$ cat src/rtl/ldw_pkg.sv
// ldw_pkg: definitions shared by the ldw IF/ID stage and its helpers.
//   ldw_state_e  - fetch-control FSM state encoding
//   LDW_NOP_INS  - bubble instruction word (sll $0,$0,0)
//   LDW_SAT_MAX  - saturation ceiling for 32-bit performance counters
package ldw_pkg;

    typedef enum logic [1:0] {
        ST_RUN    = 2'd0,
        ST_DRAIN  = 2'd1,
        ST_HALTED = 2'd2
    } ldw_state_e;

    localparam logic [31:0] LDW_NOP_INS = 32'h0000_0000;
    localparam logic [31:0] LDW_SAT_MAX = 32'hFFFF_FFFF;

endpackage

$ cat src/rtl/ldw_sat_counter.sv
// ldw_sat_counter: 32-bit up-counter with synchronous clear and saturation.
// Ports:
//   clk   - clock, rising edge
//   clr   - synchronous clear (highest priority)
//   en    - increment enable; the count sticks once it reaches LDW_SAT_MAX
//   count - current count
module ldw_sat_counter
    import ldw_pkg::*;
(
    input  logic        clk,
    input  logic        clr,
    input  logic        en,
    output logic [31:0] count
);

    logic [31:0] count_q;

    always_ff @(posedge clk) begin
        if (clr) begin
            count_q <= '0;
        end else if (en && (count_q != LDW_SAT_MAX)) begin
            count_q <= count_q + 32'd1;
        end
    end

    assign count = count_q;

endmodule

$ cat src/rtl/ldw_if_id_stage.sv
// ldw_if_id_stage: fetch PC register and IF/ID pipeline latch for the ldw CPU.
// Handles hazard stall, branch/jump flush and a halt-drain sequence, and
// counts stalled cycles.
// Ports:
//   clk, rst          - clock and synchronous active-high reset
//   npc, if_pc4,
//   if_ins            - next PC, pc+4 and fetched instruction from IF
//   stall, flush,
//   halt_req          - hazard stall, taken branch/jump, halt request from ID
//   pc                - fetch PC to IF
//   id_pc4, id_ins,
//   id_valid          - IF/ID latch contents for ID (id_valid=0 is a bubble)
//   halted            - core has fully halted
//   stall_cnt         - cycles spent stalled in RUN (saturating)
//
// state     | meaning
// ----------+-----------------------------------------------------------
// ST_RUN    | normal fetch; stall > halt_req > flush > advance
// ST_DRAIN  | halt accepted; pc frozen, bubbles fed while EXE/MEM/WB retire
// ST_HALTED | fully stopped; only rst leaves
module ldw_if_id_stage
    import ldw_pkg::*;
#(
    parameter logic [31:0] RESET_PC     = 32'h0000_0000,
    parameter logic [31:0] NOP_INS      = LDW_NOP_INS,
    parameter int          DRAIN_CYCLES = 3
) (
    input  logic        clk,
    input  logic        rst,
    input  logic [31:0] npc,
    input  logic [31:0] if_pc4,
    input  logic [31:0] if_ins,
    input  logic        stall,
    input  logic        flush,
    input  logic        halt_req,
    output logic [31:0] pc,
    output logic [31:0] id_pc4,
    output logic [31:0] id_ins,
    output logic        id_valid,
    output logic        halted,
    output logic [31:0] stall_cnt
);

    // The halt-accept edge is the first of the DRAIN_CYCLES edges, so the
    // counter starts one short of the total.
    localparam logic [7:0] DRAIN_LOAD = 8'(DRAIN_CYCLES - 1);

    ldw_state_e  state_q, state_d;
    logic [7:0]  drain_q, drain_d;
    logic [31:0] pc_q, pc_d;
    logic [31:0] id_pc4_q, id_pc4_d;
    logic [31:0] id_ins_q, id_ins_d;
    logic        id_valid_q, id_valid_d;
    logic        stall_cnt_en;

    always_ff @(posedge clk) begin
        if (rst) begin
            state_q    <= ST_RUN;
            drain_q    <= '0;
            pc_q       <= RESET_PC;
            id_pc4_q   <= '0;
            id_ins_q   <= NOP_INS;
            id_valid_q <= 1'b0;
        end else begin
            state_q    <= state_d;
            drain_q    <= drain_d;
            pc_q       <= pc_d;
            id_pc4_q   <= id_pc4_d;
            id_ins_q   <= id_ins_d;
            id_valid_q <= id_valid_d;
        end
    end

    always_comb begin
        state_d      = state_q;
        drain_d      = drain_q;
        pc_d         = pc_q;
        id_pc4_d     = id_pc4_q;
        id_ins_d     = id_ins_q;
        id_valid_d   = id_valid_q;
        stall_cnt_en = 1'b0;

        case (state_q)
            ST_RUN: begin
                if (stall) begin
                    // ID instruction unresolved: flush/halt_req not trusted yet
                    stall_cnt_en = 1'b1;
                end else if (halt_req) begin
                    id_pc4_d   = '0;
                    id_ins_d   = NOP_INS;
                    id_valid_d = 1'b0;
                    drain_d    = DRAIN_LOAD;
                    state_d    = (DRAIN_CYCLES > 1) ? ST_DRAIN : ST_HALTED;
                end else if (flush) begin
                    pc_d       = npc;
                    id_pc4_d   = '0;
                    id_ins_d   = NOP_INS;
                    id_valid_d = 1'b0;
                end else begin
                    pc_d       = npc;
                    id_pc4_d   = if_pc4;
                    id_ins_d   = if_ins;
                    id_valid_d = 1'b1;
                end
            end
            ST_DRAIN: begin
                drain_d = drain_q - 8'd1;
                if (drain_q <= 8'd1) begin
                    drain_d = '0;
                    state_d = ST_HALTED;
                end
            end
            ST_HALTED: begin
            end
            default: begin
                state_d = ST_HALTED;
            end
        endcase
    end

    ldw_sat_counter u_stall_cnt (
        .clk   (clk),
        .clr   (rst),
        .en    (stall_cnt_en),
        .count (stall_cnt)
    );

    assign pc       = pc_q;
    assign id_pc4   = id_pc4_q;
    assign id_ins   = id_ins_q;
    assign id_valid = id_valid_q;
    assign halted   = (state_q == ST_HALTED);

endmodule

$ cat config.mk
export PLATFORM = sky130hd
export DESIGN_NAME = ldw_if_id_stage
export DESIGN_NICKNAME = d
export VERILOG_FILES = /design/src/rtl/ldw_pkg.sv /design/src/rtl/ldw_sat_counter.sv /design/src/rtl/ldw_if_id_stage.sv
export SDC_FILE = /design/constraint.sdc
export NUM_CORES = 1
export LEC_CHECK = 0
export ABC_AREA = 1
export CAP_MARGIN = 20
export CORE_AREA = 2 2 135 189
export DETAILED_ROUTE_END_ITERATION = 8
export DIE_AREA = 0 0 137 191
export PLACE_DENSITY = 0.57
export SETUP_SLACK_MARGIN = 0.3
export SLEW_MARGIN = 30
export SYNTH_ARGS = -nofsm -noshare
export SYNTH_HDL_FRONTEND = slang
export SYNTH_SLANG_ARGS = --single-unit
$ cat constraint.sdc
create_clock -name clk -period 4.4 [get_ports clk]
set_input_delay 0.88 -clock clk [delete_from_list [all_inputs] [get_ports clk]]
set_output_delay 0.88 -clock clk [all_outputs]
set_load 0.01 [all_outputs]
* Yosys cells after proc, flatten, opt, wreduce, memory -nomap -nowiden
Index checks and enable logic that the tools add are counted.
Widths: inputs -> output; s select.
** Storage, ports and cells
- Register bits after elaboration :: 139
- Input port bits :: 101
- Output and inout port bits :: 130
- Word-level logic and storage cells :: 42
** Cells by class
- Add/sub/neg operators :: 2
- Order comparisons :: 1
- Equal/unequal tests :: 6
- Muxes and demuxes :: 16
- Bitwise logic cells :: 3
- Reduce and logical (&&, ||, !) cells :: 7
** Operators with widths (count)
- $mux 32 :: 4
- $add 32x1->32 const B :: 1
- $ne 32x32->1 const B :: 1
- $mux 8 :: 3
- $pmux 8 s2 :: 1
- $le 8x1->1 const B :: 1
- $sub 8x1->8 const B :: 1
- $mux 2 :: 3
- $ne 2x2->1 const B :: 3
- $pmux 2 s3 :: 1
- $reduce_and 3->1 :: 2
- $mux 1 :: 4
- $reduce_and 4->1 :: 1
- $not 1->1 :: 3
- $eq 2x1->1 const B :: 1
- $eq 2x2->1 const B :: 1
- $logic_not 2->1 :: 1
- $reduce_and 2->1 :: 1
- $reduce_bool 2->1 :: 1
- $logic_and 1x1->1 :: 1

* Depth between registers and ports, before layout
- Depth after elaboration :: 3
- Gate-level depth with buffers :: 11

* By module
Synthesis repeated with hierarchy kept, for this count alone.
** Unflattened totals
- Cell total of the unflattened synthesis :: 834
- Area total of the unflattened synthesis :: 6055.8 um^2
** By module, submodules not included
- ldw_if_id_stage :: instances 1, cells an instance 510, area an instance 3993.8 um^2
- ldw_sat_counter :: instances 1, cells an instance 324, area an instance 2062.0 um^2

* Worst setup path after synthesis
No wires, ideal clock.
- Path type :: input to register
- Start point :: in stall
- End point :: reg u_stall_cnt.count_q[16], in the netlist u_stall_cnt.count[16]
- Library setup time :: 71 ps
- Arrival :: 1748 ps
- Data required time :: 4329 ps
- Slack :: 2582 ps
- Cell stages on the path :: 7
- Buffers on the path :: 1
- Cells stage by stage :: inv_1 -> nor2_2 -> nand2_4 -> inv_2 -> buf_2 -> nand2_1 -> a21oi_2
** Between the ends
- Longest elaborated chain between the ends :: 3
** RTL lines
- start, declared :: RTL line ldw_if_id_stage.sv:33 : input logic stall,
- $mux 1 :: RTL line ldw_if_id_stage.sv:85 : if (stall) begin
- $mux 1 :: RTL line ldw_if_id_stage.sv:83 : case (state_q)
- $logic_and 1x1->1 :: RTL line ldw_sat_counter.sv:21 : end else if (en && (count_q != LDW_SAT_MAX)) begin
- end signal, assigned :: RTL line ldw_sat_counter.sv:22 : count_q <= count_q + 32'd1;
- end, declared :: RTL line ldw_sat_counter.sv:16 : logic [31:0] count_q;
Every way passes these cells.
A chain may end at the register's enable or synchronous reset.

* Worst setup path in the final report
- Start point :: in stall
- End point :: reg id_pc4_q[23], in the netlist id_pc4[23]
** Between the ends
- Longest elaborated chain between the ends :: 2
** RTL lines
- $not 1->1 (no source line)
- $reduce_and 2->1 (no source line)
- end signal, assigned :: RTL line ldw_if_id_stage.sv:68 : id_pc4_q <= id_pc4_d;
- end, declared :: RTL line ldw_if_id_stage.sv:51 : logic [31:0] id_pc4_q, id_pc4_d;
Every way passes these cells.

==> qor.yml <==
powerDensity_nw_per_um2: 368
drive_above_1_share_pct: 6.84
yosysSeqAreaShare_pct: 46.1
end_kind: "register"
synth_flop_cell: "dfxtp_1"
final-hold-violation-count: 0
yosys_warnings: 0
async_reset_ff_share_pct: 0
critPathMaxFanout: 65
tightest_slew_ns: 0.796
leakagePower_nw: 3.23
grt_pass1_vias: 5723
vdd_drop_max_mv: 0.254
critPathLaunch: "stall"
grt_antenna_before_repair: 3
yosysMostFrequentCell: "nand2_1"
layout.nets: 1173
finalMaxSlewViolations: 0
via_per_inst: 4.27
arrival_ns: 3.16
cts_resized: 0
critPathRequiredTime_ns: 4.74
cts_tree: "yes"
core_um2: 24500
fmax_mhz: 356
htree_levels: 4
die_w_um: 137
worst-r2r-cell-count: 9
grt_pass1_wl_um: 29600
overflow: 0
dr_total_vias: 5976
hold_start: "id_pc4[29]$_SDFFE_PP0P_"
rows: 68
crit-reg2reg-launch: "state_q[0]$_SDFFE_PP0P_"
drt_first_pass_iters: 4
hold_path.class: "reg -> reg"
yosysTopAreaCellShare_pct: 46.1
grtUsageTotal_pct: 14.5
dpl.hpwl_um: 14100
die_h_um: 191
hold_buffers: 0
hold_end: "id_pc4[29]$_SDFFE_PP0P_"
cts_made_buffers: 17
synth_common_cells: "nand2_1, nor2_1, dfxtp_1, a21oi_1, inv_1"
routed_wl_um: 19500
tns_ns: 0
min_period_over_period_pct: 63.9
finClkSkew_ns: 0.0116
clock_latency_ns: 0.42
ant_nets: 0
r2r_end: "id_pc4[23]$_SDFFE_PP0P_"
pin_count: 231
cts_setup_buffers: 0
path_clk_slew_ns: 0.06
setup_viol: 0
synth_cell_types: 28
period_needed_ns: 2.81
path_class: "in -> reg"
outcome: "finished clean"
cts_root_buf: "clkbuf_16"
syn_area_um2: 6040
synth_nets: 956
start_util_pct: 24.6
area_growth_pct: 51.8
synth.area.top_cells: "dfxtp_1, nand2_1, nor2_1"
relSlewSlack_pct: 46.9
cap_violations: 0
synth_edf_count: 0
cts.sink_count: 139
rsz0062_at_grt: "no"
wire_per_inst_um: 13.9
dpl_cell_area_um2: 8560
io_buffer_count: 230
drt-initial-drc-count: 218
synth-seq-cells: 139
gp_congestion: 0.848
grt_max_degree: 66
synth_area_leader_cell: "dfxtp_1"
hold_depth: 2
die_area_um2: 26200
drc_errors: 0
avgSynthCellArea_um2: 7.09
startpoint_type: "input port"
r2r_slack_ns: 1.98
cts_buffer_depth: 2
syn_inst: 852
finish.instance_area_um2: 9170
power breakdown:
part / internal [W] / switching (W) / total, W
clock: 0.000897 / 0.000554 / 0.00145
sequential: 0.00133 / 0.0000426 / 0.00137
combinational: 0.000261 / 0.000294 / 0.000555
total: 0.00248 / 0.000891 / 0.00338
registers in the layout, indices dropped and copies added, names as in the netlist:
name               count
id_ins                32
id_pc4                32
pc                    32
u_stall_cnt.count     32
drain_q                8
state_q                2
id_valid               1
worst max-delay path by stage:
stage / endpoint / slack [ns]
floorplan: u_stall_cnt.count[16]$_SDFFE_PP0P_ / 2.58
global placement: id_ins[10]$_SDFFE_PP0P_ / 1.15
detailed placement: id_pc4[23]$_SDFFE_PP0P_ / 1.15
CTS: id_pc4[23]$_SDFFE_PP0P_ / 1.59
global route: id_pc4[23]$_SDFFE_PP0P_ / 1.36
finish: id_pc4[23]$_SDFFE_PP0P_ / 1.59
layout make-up:
type,instances,area [um^2]
antenna,1,2.50
clock buffer,23,488
clock inverter,9,110
fill,2684,15300
inverter,42,158
multi-input combinational,632,2880
sequential,139,2780
tap,315,394
timing repair buffer,237,2350
critical path, cell delays in order:
cell and delay [ns]:
clkdlybuf4s50_1 0.46, nor2_1 0.19, nand2_1 0.35, buf_4 0.33, nor2_4 0.08, buf_4 0.53, nand2_1 0.11, a21oi_1 0.17
logic make-up (layout without fill, tap and decap cells):
logic type	Yosys count	count (layout)	synth area share, %
compound gates	137	137	12.6
xor+xnor	19	19	2.76
fa+ha+maj	3	3	0.622
buf+inv	81	311	6.38
flops	139	139	46.1
other cells	0	1	0
simple gates	473	473	31.6
per-layer routing:
| metal | vias to the layer above | share of wire [%] | global-route usage, % |
|---|---|---|---|
| li1 | 3122 | - | - |
| met1 | 2649 | 40 | 15.7 |
| met2 | 177 | 50 | 26.0 |
| met3 | 24 | 7.4 | 4.69 |
| met4 | 4 | 2.3 | 5.75 |
| met5 | - | 0.17 | 0 |
through the flow:
| step | utilization [%] | power [W] | cells | hold WS (ns) | setup WS (ns) |
|---|---|---|---|---|---|
| floorplan | - | 0.00170 | 852 | 0.471 | 2.58 |
| global placement | 35.0 | 0.00196 | 1365 | 0.451 | 1.15 |
| detailed placement | 35.0 | 0.00196 | 1365 | 0.455 | 1.15 |
| CTS | 37.4 | 0.00344 | 1397 | 0.464 | 1.59 |
| global route | 37.4 | 0.00356 | 1397 | 0.483 | 1.36 |
| finish | 37.4 | 0.00338 | 1398 | 0.462 | 1.59 |
cells in the final DEF, fill, tap and decap left out, types with 2 or more instances in the layout:
cell type / netlist / final
clkdlybuf4s50_1: 0 / 229
inv_6: 0 / 2
clkinvlp_4: 0 / 3
nand2_2: 5 / 5
nand3_1: 18 / 18
nor2_1: 144 / 143
a21oi_1: 76 / 76
nand2_1: 283 / 283
clkbuf_16: 0 / 17
clkbuf_8: 0 / 4
buf_4: 6 / 8
nor2_2: 3 / 3
dfxtp_1: 139 / 139
ha_1: 3 / 3
xor2_1: 12 / 12
inv_1: 41 / 39
a21oi_2: 17 / 17
nand2_4: 3 / 3
o21ai_0: 40 / 40
nand4_1: 8 / 8
inv_2: 1 / 3
clkinv_2: 0 / 2
nor3_1: 4 / 4
bufinv_16: 0 / 2
xnor2_1: 7 / 7
clkbuf_1: 22 / 2
nor2_4: 3 / 4
Power figures use the tool's default switching activity.
